$ cat config.mk
export PLATFORM = sky130hd
export DESIGN_NAME = muldiv_seq
export DESIGN_NICKNAME = d
export VERILOG_FILES = /design/src/rtl/muldiv_seq.sv
export SDC_FILE = /design/constraint.sdc
export NUM_CORES = 1
export LEC_CHECK = 0
export BUFFER_PORTS_ARGS = -buffer_cell sky130_fd_sc_hd__buf_2
export CAP_MARGIN = 15
export CORE_ASPECT_RATIO = 1.4
export CORE_MARGIN = 10
export CORE_UTILIZATION = 54
export DETAILED_ROUTE_END_ITERATION = 12
export PLACE_DENSITY_LB_ADDON = 0.2
export SKIP_CTS_REPAIR_TIMING = 1
export SKIP_LAST_GASP = 1
export SYNTH_ARGS = -nofsm -noshare
export SYNTH_HDL_FRONTEND = slang
export SYNTH_SLANG_ARGS = --single-unit
$ cat constraint.sdc
create_clock -name clk -period 3.4 [get_ports clk]
set_input_delay 0.68 -clock clk [delete_from_list [all_inputs] [get_ports clk]]
set_output_delay 0.68 -clock clk [all_outputs]
set_load 0.03 [all_outputs]
$ cat src/rtl/muldiv_seq.sv
// muldiv_seq: multi-cycle multiply/divide unit with architectural HI/LO registers.
//
// One bit of the operation is processed per clock: shift-add for multiply and
// restoring division for divide. Signed operations run on magnitudes and the
// result signs are fixed up in a final cycle. Every operation, including a
// divide by zero, takes exactly WIDTH+1 cycles from the accepting edge to the
// done pulse.
//
// Ports:
//   clk, rst      clock and synchronous active-high reset
//   start, op     begin an operation (00 MULTU, 01 MULT, 10 DIVU, 11 DIV); sampled only when idle
//   a, b          multiplicand/dividend and multiplier/divisor, captured at start
//   hi_we, lo_we  direct writes of wd into HI/LO while idle with no start
//   busy, done    operation in progress / one-cycle pulse when HI/LO take the result
//   hi, lo        HI (product upper half or remainder) and LO (product lower half or quotient)

module muldiv_seq #(
    parameter int WIDTH = 32
) (
    input  logic             clk,
    input  logic             rst,
    input  logic             start,
    input  logic [1:0]       op,
    input  logic [WIDTH-1:0] a,
    input  logic [WIDTH-1:0] b,
    input  logic             hi_we,
    input  logic             lo_we,
    input  logic [WIDTH-1:0] wd,
    output logic             busy,
    output logic             done,
    output logic [WIDTH-1:0] hi,
    output logic [WIDTH-1:0] lo
);

    localparam int CW = $clog2(WIDTH + 1);

    typedef enum logic [1:0] {
        IDLE,
        RUN,
        FINISH
    } state_t;

    state_t           state_q, state_d;
    logic [CW-1:0]    cnt_q, cnt_d;
    logic             isDiv_q, isDiv_d;
    logic             negRes_q, negRes_d;
    logic             negRem_q, negRem_d;
    logic [WIDTH-1:0] accHi_q, accHi_d;
    logic [WIDTH-1:0] accLo_q, accLo_d;
    logic [WIDTH-1:0] opnd_q, opnd_d;
    logic [WIDTH-1:0] hi_q, hi_d;
    logic [WIDTH-1:0] lo_q, lo_d;
    logic             done_q, done_d;

    logic               aNeg, bNeg;
    logic [WIDTH-1:0]   aMag, bMag;
    logic [WIDTH:0]     mulSum;
    logic [WIDTH:0]     divShift;
    logic [WIDTH-1:0]   divDiff;
    logic               divGe;
    logic [2*WIDTH-1:0] prodMag, prodFix;
    logic [WIDTH-1:0]   quotFix, remFix;

    // Operand signs only matter for the signed ops (op[0]); magnitudes feed the
    // unsigned core so one datapath serves all four operations.
    assign aNeg = op[0] & a[WIDTH-1];
    assign bNeg = op[0] & b[WIDTH-1];
    assign aMag = aNeg ? -a : a;
    assign bMag = bNeg ? -b : b;

    // Shift-add step: the multiplier sits in accLo and is consumed LSB first
    // while the partial product shifts down into it.
    assign mulSum = {1'b0, accHi_q} + (accLo_q[0] ? {1'b0, opnd_q} : {(WIDTH+1){1'b0}});

    // Restoring step: the dividend shifts out of accLo into the partial
    // remainder in accHi and quotient bits shift into accLo. When the subtract
    // succeeds the true difference is below the divisor, so the low WIDTH bits
    // of the wrapped difference are exact.
    assign divShift = {accHi_q, accLo_q[WIDTH-1]};
    assign divGe    = divShift >= {1'b0, opnd_q};
    assign divDiff  = divShift[WIDTH-1:0] - opnd_q;

    // Sign fix-up. A zero divisor leaves the dividend magnitude as remainder,
    // so the dividend-sign fix restores the raw dividend in HI.
    assign prodMag = {accHi_q, accLo_q};
    assign prodFix = negRes_q ? -prodMag : prodMag;
    assign quotFix = negRes_q ? -accLo_q : accLo_q;
    assign remFix  = negRem_q ? -accHi_q : accHi_q;

    // State register and datapath registers; reset aborts any operation in flight.
    always_ff @(posedge clk) begin
        if (rst) begin
            state_q  <= IDLE;
            cnt_q    <= '0;
            isDiv_q  <= 1'b0;
            negRes_q <= 1'b0;
            negRem_q <= 1'b0;
            accHi_q  <= '0;
            accLo_q  <= '0;
            opnd_q   <= '0;
            hi_q     <= '0;
            lo_q     <= '0;
            done_q   <= 1'b0;
        end else begin
            state_q  <= state_d;
            cnt_q    <= cnt_d;
            isDiv_q  <= isDiv_d;
            negRes_q <= negRes_d;
            negRem_q <= negRem_d;
            accHi_q  <= accHi_d;
            accLo_q  <= accLo_d;
            opnd_q   <= opnd_d;
            hi_q     <= hi_d;
            lo_q     <= lo_d;
            done_q   <= done_d;
        end
    end

    // Next-state logic: capture in IDLE, iterate in RUN, publish in FINISH.
    // HI/LO change only on a finished result or an idle direct write.
    always_comb begin
        state_d  = state_q;
        cnt_d    = cnt_q;
        isDiv_d  = isDiv_q;
        negRes_d = negRes_q;
        negRem_d = negRem_q;
        accHi_d  = accHi_q;
        accLo_d  = accLo_q;
        opnd_d   = opnd_q;
        hi_d     = hi_q;
        lo_d     = lo_q;
        done_d   = 1'b0;

        case (state_q)
            IDLE: begin
                if (start) begin
                    state_d  = RUN;
                    cnt_d    = CW'(WIDTH);
                    isDiv_d  = op[1];
                    negRes_d = aNeg ^ bNeg;
                    negRem_d = aNeg;
                    accHi_d  = '0;
                    accLo_d  = aMag;
                    opnd_d   = bMag;
                end else begin
                    if (hi_we) hi_d = wd;
                    if (lo_we) lo_d = wd;
                end
            end
            RUN: begin
                if (isDiv_q) begin
                    accHi_d = divGe ? divDiff : divShift[WIDTH-1:0];
                    accLo_d = {accLo_q[WIDTH-2:0], divGe};
                end else begin
                    accHi_d = mulSum[WIDTH:1];
                    accLo_d = {mulSum[0], accLo_q[WIDTH-1:1]};
                end
                cnt_d = cnt_q - CW'(1);
                if (cnt_q == CW'(1)) state_d = FINISH;
            end
            FINISH: begin
                if (isDiv_q) begin
                    hi_d = remFix;
                    lo_d = (opnd_q == '0) ? '1 : quotFix;
                end else begin
                    hi_d = prodFix[2*WIDTH-1:WIDTH];
                    lo_d = prodFix[WIDTH-1:0];
                end
                done_d  = 1'b1;
                state_d = IDLE;
            end
            default: state_d = IDLE;
        endcase
    end

    assign busy = (state_q != IDLE);
    assign done = done_q;
    assign hi   = hi_q;
    assign lo   = lo_q;

endmodule
==> parameters.txt, run 1 <==
Parameter                              Value

Run status
  Run status ... completed

Synth
  Post-synth EDFFs ... 0
  Cell type with the largest total area after synthesis ... sky130_fd_sc_hd__dfxtp_1
  Async S/R FF share, synth ... 0%
  Area fraction of the dominant cell type after synthesis ... 24.47%
  Post-Syn Instances ... 1873
  Number of register bits inferred by synthesis ... around 170
  Avg Inst Size Synth ... 7.512 um^2
  List of most frequent post-synthesis cells ... sky130_fd_sc_hd__nor2_1, sky130_fd_sc_hd__a21oi_1, sky130_fd_sc_hd__dfxtp_1
  Cell with the most instances after synthesis ... sky130_fd_sc_hd__nor2_1
  Largest cells by area after synthesis ... sky130_fd_sc_hd__dfxtp_1, sky130_fd_sc_hd__xnor2_1, sky130_fd_sc_hd__a21oi_1
  Count of warnings emitted by yosys ... 0
  Cell area after technology mapping ... about 14000 um^2
  Number of distinct library cells after synthesis ... 65
  Top_reg_cell synth ... sky130_fd_sc_hd__dfxtp_1
  Synth Net Count ... a little over 2000
  Share of the yosys chip area belonging to registers ... 24.47%

Detailed routing
  Routed length per instance ... 21.71 um
  First-pass detailed-route iteration total ... 8
  Final routed wirelength across all metal layers ... between 50000 and 60000 um
  Number of DRC violations after detailed-routing iteration 0 ... 1209
  Post-DRT Antenna Nets ... 0
  Remaining DRCs ... 0
  Vias per Instance ... 6.356
  Total number of vias ... 15480

CTS
  Clk slew on worst S/H paths ... 0.07 ns
  CTS tree ... yes
  CTS Buf Count ... 17
  Clock Tree Buf Depth ... 2
  Clock Tree Root ... sky130_fd_sc_hd__clkbuf_16
  Sinks on the clock net ... 172
  H-tree levels ... 4
  Later-pin clock latency in the skew report ... between 0.4 and 0.5 ns

Global route
  GRT Total Usage ... 31.00%
  Via count of the first global-routing pass ... 15300
  Pin count of the biggest net entering global routing ... around 110
  GR Overflow Total ... 0
  Antenna violations before repair ... 0
  Global-route wire length before repair ... 82030 um

Worst setup path
  Critical path peak fanout ... 9
  Worst Reg2Reg Path Length in Cells ... 15
  Launch point of the worst reg-to-reg path ... opnd_q[9]
  CP Data Arrival Time ... ~3.7 ns
  Required time of the critical path ... 3.72 ns
  Critical path launch point type ... flip-flop
  Reg-to-reg setup timing slack ... 0.07 ns
  Kind of end point of the critical path ... flip-flop
  Crit Reg-Reg Endpoint ... accLo_q[0]
  Crit Path Class ... reg -> reg

Pwr
  LEAKAGE ... roughly 0.0073 uW
  Cell internal pwr ... 4016 uW
  Switching share of total power ... between 30 and 40%
  Highest ir drop seen on vdd ... around 0.00034 V
  Portion of total power attributed to the clock network ... 29.4%
  Sequential group share of total power ... 35.9%
  PD cells ... 381.7 nW/um^2
  Reported net switching power ... roughly 2400 uW
  Share of total power in combinational logic ... 34.8%

Timing
  Final period utilization ... 97.95%
  Clock period minus final worst setup slack ... ~3.3 ns
  Relative slew margins ... approximately 43%
  Post-Route Setup TNS ... 0 ns
  Hold Vio Cnt, Final ... 0
  Peak clock frequency supported by timing ... 300.3 MHz
  Transition time of the tightest slew-check pin ... 0.8546 ns
  Fin. max-slew vios ... 0
  Count of endpoints failing setup in the final report ... 0
  Clk_skew ... about 0.016 ns

Floorplan
  Area of the die ... 33000 um^2
  Std-Cell Core Area ... about 26000 um^2
  Die boundary width ... 156.4 um
  Number of placement rows ... about 70
  Top-level port count ... 169
  Die Y-Extent ... 211.0 um
  Initial cell density of the core ... 55.06%

Placed design
  Port Buf Inserts ... 168
  Gpl congestion ... 1.033
  Final HPWL from detailed placement ... 41310 um

Hold path
  Hold Crit Class ... reg -> reg
  Hold path startpoint ... lo[27]
  Worst hold path depth ... 2
  End point of the worst hold path ... lo[27]

Final layout
  Share of final-layout standard cells stronger than drive strength 1 ... 19.70%
  Number of inserted filler cells in the final layout ... 2287
  Nets ... 2279
  Number of antenna diodes ... 0
  Layout overhead on the synthesized area ... 19.81%
  Utilization after layout ... 65.97%

Flow run
  Max-cap viol count ... 0
layout by cell type, fill, tap and decap left out, types with 26 or more instances in the layout:
cell type / instances
sky130_fd_sc_hd__nor2_1: 207
sky130_fd_sc_hd__a21oi_1: 169
sky130_fd_sc_hd__dfxtp_1: 169
sky130_fd_sc_hd__buf_2: 167
sky130_fd_sc_hd__buf_4: 164
sky130_fd_sc_hd__nand2_1: 148
sky130_fd_sc_hd__xnor2_1: 113
sky130_fd_sc_hd__a211oi_1: 112
sky130_fd_sc_hd__o21ai_0: 89
sky130_fd_sc_hd__mux2i_1: 79
sky130_fd_sc_hd__inv_1: 74
sky130_fd_sc_hd__ha_1: 69
sky130_fd_sc_hd__xor2_1: 53
sky130_fd_sc_hd__a21o_1: 40
sky130_fd_sc_hd__nor3_1: 38
sky130_fd_sc_hd__o221ai_1: 29
sky130_fd_sc_hd__nor4_1: 28
sky130_fd_sc_hd__or3_1: 26
critical path: stages (launching register included):
cell and delay [ns]:
sky130_fd_sc_hd__dfxtp_1 0.39, sky130_fd_sc_hd__inv_1 0.11, sky130_fd_sc_hd__ha_1 0.43, sky130_fd_sc_hd__nand4_1 0.18, sky130_fd_sc_hd__buf_4 0.17, sky130_fd_sc_hd__nor4_2 0.35, sky130_fd_sc_hd__nand4_1 0.14, sky130_fd_sc_hd__o211ai_1 0.17
sky130_fd_sc_hd__nor3b_1 0.10, sky130_fd_sc_hd__buf_4 0.15, sky130_fd_sc_hd__a21oi_4 0.11, sky130_fd_sc_hd__buf_4 0.15, sky130_fd_sc_hd__buf_12 0.13, sky130_fd_sc_hd__nand2_1 0.06, sky130_fd_sc_hd__o211a_1 0.16, sky130_fd_sc_hd__a311oi_2 0.37
power by group through the flow:
stage | Sequential [uW] | Clock [uW] | Combinational [uW]
after floorplan | 2380 | 0 | 1300
after global placement | 2340 | 0 | 2130
after detailed placement | 2350 | 0 | 2160
after CTS | 2300 | 1890 | 2170
after global routing | 2320 | 1970 | 2410
final | 2310 | 1890 | 2240
sequential cells by signal, indices dropped and copies added (netlist names):
name	cells
lo	32
done	1
negRem_q	1
negRes_q	1
accLo_q	32
isDiv_q	1
state_q	2
accHi_q	32
cnt_q	6
hi	32
opnd_q	32
logic make-up (layout without fill, tap and decap cells):
family                     Yosys count  after routing  share of synthesized area, %
and+or+nand+nor                    585            585                         19.76
adders and majority gates           72             72                         6.510
AOI/OAI and AO/OA                  600            600                         27.95
xor gates and xnor gates           166            166                         10.33
buffers and inverters              199            443                         5.354
DFF                                172            172                         24.47
muxes                               79             79                         5.620
area by class of cell:
| cell class | instances | area (um^2) | area share (%) |
|---|---|---|---|
| clock buffers | 19 | 432.9 | 2.568 |
| multi-input cells | 1502 | 10010 | 59.38 |
| clock inverters | 13 | 110.1 | 0.6532 |
| well taps | 319 | 399.1 | 2.368 |
| repair buffers | 337 | 2178 | 12.92 |
| inverters | 74 | 277.8 | 1.648 |
| flip-flops and latches | 172 | 3450 | 20.46 |
per-stage QoR:
| stage | worst slack (ns) | cell area [um^2] | power, uW | std cells | hold slack, ns |
|---|---|---|---|---|---|
| after floorplan | 0.1520 | 14070 | 3683 | 1873 | 0.4445 |
| after global placement | -0.1786 | 16170 | 4470 | 2399 | 0.4355 |
| after detailed placement | -0.2156 | 16170 | 4504 | 2399 | 0.4436 |
| after CTS | -0.2465 | 16710 | 6361 | 2431 | 0.4517 |
| after global routing | -0.06239 | 16860 | 6704 | 2436 | 0.4634 |
| final | 0.06961 | 16860 | 6435 | 2436 | 0.4512 |
how the worst max path moves through the flow:
stage | startpoint | endpoint
2_1_floorplan | accHi_q[15] | hi[30]
3_3_place_gp | opnd_q[9] | accLo_q[0]
3_5_place_dp | opnd_q[9] | accLo_q[0]
4_1_cts | opnd_q[9] | accLo_q[0]
5_1_grt | accHi_q[16] | hi[30]
6_report | opnd_q[9] | accLo_q[0]
per-layer routing:
metal / routed length (um) / vias to the layer above / global-route usage (%)
li1: - / 7307 / -
met1: 19030 / 7278 / 32.54
met2: 26130 / 677 / 54.37
met3: 3277 / 222 / 4.992
met4: 4461 / 0 / 23.56
met5: 0 / - / 0
Power figures use the tool's default switching activity.
==> inputs of run 2 (changes only) <==
- clock period: 3.4 -> 2.9 ns (I/O delays scaled with it)
==> run 2 against run 1 <==
Compared with the run above: the flow now finishes with violations (negative setup slack); clock skew about the same; fmax up 3.8%; flip-flop and latch count is the same; global-route usage rose by 0.097 points; sequential share of layout area fell by 2.5 points; non-clock buffer count rose by 195; count of clock-buffer cells in the layout is 2 lower; via count increased by 7.1%; sequential power grew 15%; largest power group is now combinational cells.
==> parameters.txt, run 2 (synthesis gave the netlist of run 1 again) <==
Parameter                              Value

CTS
  CTS tree ... yes
  H-tree levels ... 4 (unchanged)
  Clock Tree Root ... sky130_fd_sc_hd__clkbuf_16
  Later-pin clock latency in the skew report ... 0.46 ns (about the same)
  Clock Tree Buf Depth ... 2 (unchanged)
  CTS Buf Count ... 17 (unchanged)
  Sinks on the clock net ... 172 (unchanged)
  Clk slew on worst S/H paths ... 0.08 ns (about the same)

Timing
  Transition time of the tightest slew-check pin ... 0.8776 ns (+0.02297 ns)
  Final period utilization ... 110.6% (+13 points)
  Worst hold margin ... 0.3475 ns (-0.1037 ns)
  Unrepaired setup endpoints after global routing ... yes
  Fin. max-slew vios ... 0 (unchanged)
  Min setup slack post-route ... -0.3080 ns (-0.3776 ns)
  Relative slew margins ... 41.49% (-1.5 points)
  Clock period minus final worst setup slack ... 3.208 ns (-0.1224 ns)
  Peak clock frequency supported by timing ... 311.7 MHz (+3.8%)
  Post-Route Setup TNS ... -5.217 ns (-5.217 ns)
  Hold Vio Cnt, Final ... 0 (unchanged)
  Clk_skew ... 0.01588 ns (+0.0001626 ns)
  Count of endpoints failing setup in the final report ... 44 (+44)

Pwr
  LEAKAGE ... 0.008484 uW (+17%)
  Highest ir drop seen on vdd ... 0.0004588 V (+34%)
  Overall power consumption ... 8326 uW (+29%)
  PD cells ... 426.4 nW/um^2 (+12%)

Worst setup path
  WP depth ... 10 (-5)
  Kind of cell with the highest combined delay on the critical path ... simple AND/OR/NAND/NOR gates
  Crit Path Class ... reg -> reg
  Buf/Inv on CP ... 0 (-5)
  Most prevalent standard cell on the critical path ... sky130_fd_sc_hd__or4_4
  Cell with the largest stage delay on the worst path ... sky130_fd_sc_hd__or4_4
  CP Data Arrival Time ... 3.57 ns (-0.08 ns)
  Critical Path, Cell by Cell ... or4_4 -> or4_4 -> or4_4 -> or4_4 -> or3_4 -> a21oi_2 -> a21oi_2 -> xor2_1 -> nor2_1 -> a211oi_1
  Worst Reg2Reg Path Length in Cells ... 10 (-5)
  Critical path peak fanout ... 4 (-5)
  Critical path launch point type ... flip-flop
  Kind of end point of the critical path ... flip-flop
  Required time of the critical path ... 3.27 ns (-0.45 ns)
  Worst stage delay on the critical path ... 0.54 ns (+0.11 ns)

Detailed routing
  Vias per Instance ... 6.304 (-0.83%)
  Total number of vias ... 16590 (+7.1%)
  Sum of met3 wire segment lengths after detailed routing ... 3470 um (+5.9%)
  Total length of routed met2 wires ... 27940 um (+6.9%)
  Top metal layer carrying routed signals ... met4
  Number of DRC violations after detailed-routing iteration 0 ... 1451 (+20%)
  First-pass detailed-route iteration total ... 6 (-2)
  Met1 WL ... 20490 um (+7.7%)
  Remaining DRCs ... 0 (unchanged)
  Final routed wirelength across all metal layers ... 56620 um (+7.0%)
  Routed length per instance ... 21.52 um (-0.90%)
  Post-DRT Antenna Nets ... 0 (unchanged)

Floorplan
  Die boundary width ... 156.4 um (unchanged)
  Area of the die ... 33000 um^2 (unchanged)
  Die Y-Extent ... 211.0 um (unchanged)
  Top-level port count ... 169 (unchanged)
  Initial cell density of the core ... 55.06% (unchanged)
  Number of placement rows ... 69 (unchanged)
  Std-Cell Core Area ... 25550 um^2 (unchanged)

Final layout
  Final non-filler cell total ... 2631 (+8.0%)
  Share of final-layout standard cells stronger than drive strength 1 ... 33.61% (+14 points)
  Layout overhead on the synthesized area ... 38.76%
  Utilization after layout ... 76.40% (+10 points)
  Most used cells in the layout excluding fill and tap cells ... sky130_fd_sc_hd__buf_4, sky130_fd_sc_hd__nor2_1, sky130_fd_sc_hd__buf_2
  Number of inserted filler cells in the final layout ... 1889 (-17%)
  Nets ... 2474 (+8.6%)
  Most common cell after layout, fill and taps aside ... sky130_fd_sc_hd__buf_4
  Number of antenna diodes ... 0 (unchanged)

Placed design
  Port Buf Inserts ... 168 (unchanged)
  Placed Instances ... 2563 (+6.8%)
  Gpl congestion ... 0.9785 (-5.3%)
  Final HPWL from detailed placement ... 41850 um (+1.3%)

Run status
  Violated checks ... negative setup slack
  Run status ... complete, but fails checks

Flow run
  Max-cap viol count ... 0 (unchanged)

Global route
  Via count of the first global-routing pass ... 15700 (+2.6%)
  GR Overflow Total ... 0 (unchanged)
  Pin count of the biggest net entering global routing ... 90 (-16%)
  GRT Total Usage ... 31.10% (+0.097 points)
  Global-route wire length before repair ... 82770 um (+0.90%)
  Antenna violations before repair ... 0 (unchanged)

Hold path
  Hold Crit Class ... in -> reg
  Worst hold path depth ... 3 (+1)
==> run 2: cell count changes in the layout (fill, tap and decap cells not counted), moves of 18 or more <==
cell	delta
sky130_fd_sc_hd__buf_4	+169
sky130_fd_sc_hd__ha_4	+19
sky130_fd_sc_hd__a21oi_1	-22
sky130_fd_sc_hd__o21ai_1	+20
sky130_fd_sc_hd__buf_6	+18
sky130_fd_sc_hd__dfxtp_1	-30
sky130_fd_sc_hd__o21ai_0	-32
sky130_fd_sc_hd__dfxtp_2	+20
sky130_fd_sc_hd__ha_1	-22
sky130_fd_sc_hd__a21oi_2	+20
==> run 2: through the flow <==
step	area (um^2)	worst slack, ns
after floorplan	14130	-0.2299
after global placement	17490	-0.2753
after detailed placement	17490	-0.3364
after CTS	18090	-0.3890
after global routing	19520	-0.3815
final	19520	-0.3080
==> run 2: cell type report <==
type	instances	area, um^2	area share, %
Multi-Input combinational cell	1502	10920	55.93
Timing Repair Buffer	532	3820	19.57
Sequential cell	172	3512	17.99
Clock buffer	17	425.4	2.179
Tap cell	319	399.1	2.044
Inverter	74	277.8	1.423
Clock inverter	15	170.2	0.8716
==> run 2: worst reg2reg max path, delay by kind of cell, from the launching register on <==
| kind | cells | cell delay (ns) |
|---|---|---|
| simple gates | 6 | 2.25 |
| compound gates | 3 | 0.39 |
| flops | 1 | 0.32 |
| xor+xnor | 1 | 0.16 |
==> run 2: power breakdown <==
group,internal (uW),switching [uW],total (uW)
clock,1160,1190,2360
combinational,1470,1840,3300
sequential,2530,136,2660
==> run 2: worst paths after layout <==
check	to	slack (ns)	from
setup / recovery	hi[30]	-0.31	accHi_q[16]
hold / removal	isDiv_q	0.35	op[1]
setup reg to reg	hi[30]	-0.31	accHi_q[16]
hold reg to reg	lo[11]	0.45	lo[11]
==> run 2: metal layers <==
| layer | vias to the layer above | global-route usage [%] |
|---|---|---|
| li1 | 7702 | - |
| met1 | 7801 | 33.45 |
| met2 | 825 | 54.49 |
| met3 | 257 | 4.095 |
| met4 | 0 | 23.07 |
| met5 | - | 0 |
==> inputs of run 3 (changes only) <==
- ABC_CLOCK_PERIOD_IN_PS: unset -> 2900
- SETUP_SLACK_MARGIN: unset -> 0.4
==> run 3 against run 2 <==
Compared with the run above: routed wire length is 1.1% lower; count of clock-buffer cells in the layout is 4 higher; hold slack improved by 0.027 ns; cell area grew 1.0%; via count decreased by 1.6%; sequential power about the same; cell count is 1.2% lower; critical path depth stayed put; die area is the same; clock power increased by 6%; highest routed layer unchanged; flip-flop and latch count unchanged; critical path type unchanged; the flow still finishes with violations (negative setup slack).
==> parameters.txt, run 3 (synthesis gave the netlist of run 1 again) <==
Parameter                              Value

Worst setup path
  Kind of end point of the critical path ... flip-flop
  Critical path launch point type ... flip-flop
  Critical path peak fanout ... 4 (unchanged)
  Crit Path Class ... reg -> reg
  Required time of the critical path ... 3.26 ns (about the same)
  CP Data Arrival Time ... 3.54 ns (-0.03 ns)

Final layout
  Final non-filler cell total ... 2599 (-1.2%)
  Share of final-layout standard cells stronger than drive strength 1 ... 35.35% (+1.7 points)
  Nets ... 2442 (-1.3%)
  Number of antenna diodes ... 0 (unchanged)
  Most common cell after layout, fill and taps aside ... sky130_fd_sc_hd__buf_4
  Utilization after layout ... 77.16% (+0.76 points)
  Most used cells in the layout excluding fill and tap cells ... sky130_fd_sc_hd__buf_4, sky130_fd_sc_hd__nor2_1, sky130_fd_sc_hd__buf_2
  Layout overhead on the synthesized area ... 40.15%

Timing
  Worst hold margin ... 0.3744 ns (+0.02690 ns)
  Relative slew margins ... 41.30% (-0.19 points)
  Clk_skew ... 0.01657 ns (+0.0006936 ns)
  Transition time of the tightest slew-check pin ... 0.8784 ns (+0.0007656 ns)
  Min setup slack post-route ... -0.2803 ns (+0.02769 ns)
  Fin. max-slew vios ... 0 (unchanged)
  Count of endpoints failing setup in the final report ... 16 (-64%)
  Peak clock frequency supported by timing ... 314.4 MHz (+0.87%)
  Clock period minus final worst setup slack ... 3.180 ns (-0.02769 ns)
  Final period utilization ... 109.7% (-0.95 points)
  Unrepaired setup endpoints after global routing ... yes
  Hold Vio Cnt, Final ... 0 (unchanged)
  Post-Route Setup TNS ... -1.342 ns (+3.876 ns)

Floorplan
  Number of placement rows ... 69 (unchanged)
  Top-level port count ... 169 (unchanged)
  Std-Cell Core Area ... 25550 um^2 (unchanged)
  Die boundary width ... 156.4 um (unchanged)
  Area of the die ... 33000 um^2 (unchanged)
  Die Y-Extent ... 211.0 um (unchanged)
  Initial cell density of the core ... 55.06% (unchanged)

CTS
  H-tree levels ... 4 (unchanged)
  Sinks on the clock net ... 172 (unchanged)
  CTS Buf Count ... 17 (unchanged)
  CTS tree ... yes
  Later-pin clock latency in the skew report ... 0.45 ns (about the same)
  Clock Tree Buf Depth ... 2 (unchanged)
  Clock Tree Root ... sky130_fd_sc_hd__clkbuf_16
  Clk slew on worst S/H paths ... 0.07 ns (about the same)

Pwr
  PD cells ... 431.4 nW/um^2 (+1.2%)
  Highest ir drop seen on vdd ... 0.0004064 V (-11%)
  LEAKAGE ... 0.008462 uW (-0.25%)

Placed design
  Final HPWL from detailed placement ... 41110 um (-1.8%)
  Placed Instances ... 2514 (-1.9%)
  Port Buf Inserts ... 168 (unchanged)
  Gpl congestion ... 0.9880 (+0.97%)

Detailed routing
  Total number of vias ... 16330 (-1.6%)
  Vias per Instance ... 6.282 (-0.35%)
  Remaining DRCs ... 0 (unchanged)
  Routed length per instance ... 21.54 um (+0.10%)
  Post-DRT Antenna Nets ... 0 (unchanged)
  First-pass detailed-route iteration total ... 5 (-1)
  Number of DRC violations after detailed-routing iteration 0 ... 1348 (-7.1%)
  Final routed wirelength across all metal layers ... 55990 um (-1.1%)

Run status
  Run status ... complete, but fails checks
  Violated checks ... negative setup slack

Global route
  GR Overflow Total ... 0 (unchanged)
  Global-route wire length before repair ... 80960 um (-2.2%)
  Antenna violations before repair ... 0 (unchanged)
  GRT Total Usage ... 30.54% (-0.56 points)
  Via count of the first global-routing pass ... 15470 (-1.4%)
  Pin count of the biggest net entering global routing ... 132 (+47%)

Flow run
  Max-cap viol count ... 0 (unchanged)

Hold path
  Hold Crit Class ... in -> reg
run 3: cell types whose count changed in the layout (fill, tap and decap cells not counted), sizes merged:
cell    change
clkbuf      +3
inv         -7
bufinv      +3
buf        -31
run 3: worst paths after layout:
path               start  endpoint  cells after the start  slack, ns
max          accHi_q[16]    hi[30]                     10      -0.28
min                op[1]   isDiv_q                      3       0.37
max reg2reg  accHi_q[16]    hi[30]                     10      -0.28
min reg2reg       lo[16]    lo[16]                      2       0.45
run 3: final cells by class:
class / count / area [um^2]
clock inverters: 11 / 157.7
well taps: 319 / 399.1
repair buffers: 500 / 3546
inverters: 74 / 314.1
multi-input cells: 1502 / 11330
flip-flops and latches: 172 / 3498
fillers: 1854 / 5836
clock buffers: 21 / 470.5
run 3: metrics by stage:
| stage | area, um^2 | total power (uW) | setup WS [ns] |
|---|---|---|---|
| 2_1_floorplan | 14470 | 4414 | -0.2295 |
| 3_3_place_gp | 17310 | 5508 | -0.2940 |
| 3_5_place_dp | 17310 | 5554 | -0.2727 |
| 4_1_cts | 17930 | 8023 | -0.2834 |
| 5_1_grt | 19720 | 8833 | -0.3827 |
| 6_report | 19720 | 8506 | -0.2803 |
run 3: report_power, final:
group	total, uW	switching (uW)	internal, uW
clock	2500	1060	1440
combinational	3340	1860	1480
sequential	2660	131	2530
total	8510	3050	5450
run 3: critical path: stages, from the launching register on:
cell	delay (ns)
sky130_fd_sc_hd__dfxtp_2	0.33
sky130_fd_sc_hd__or4_4	0.54
sky130_fd_sc_hd__or4_4	0.43
sky130_fd_sc_hd__or4_4	0.44
sky130_fd_sc_hd__or4_4	0.45
sky130_fd_sc_hd__or3_4	0.38
sky130_fd_sc_hd__a21oi_2	0.14
sky130_fd_sc_hd__a21oi_2	0.04
sky130_fd_sc_hd__xor2_1	0.15
sky130_fd_sc_hd__nor2_1	0.05
sky130_fd_sc_hd__a211oi_1	0.15
run 3: metal layers:
metal | wire (um) | track usage [%] | up-vias
met1 | 20260 | 33.48 | 7713
met3 | 3289 | 4.116 | 224
met2 | 27990 | 53.15 | 753
li1 | - | - | 7636
met5 | 0 | 0 | -
met4 | 4453 | 21.63 | 0
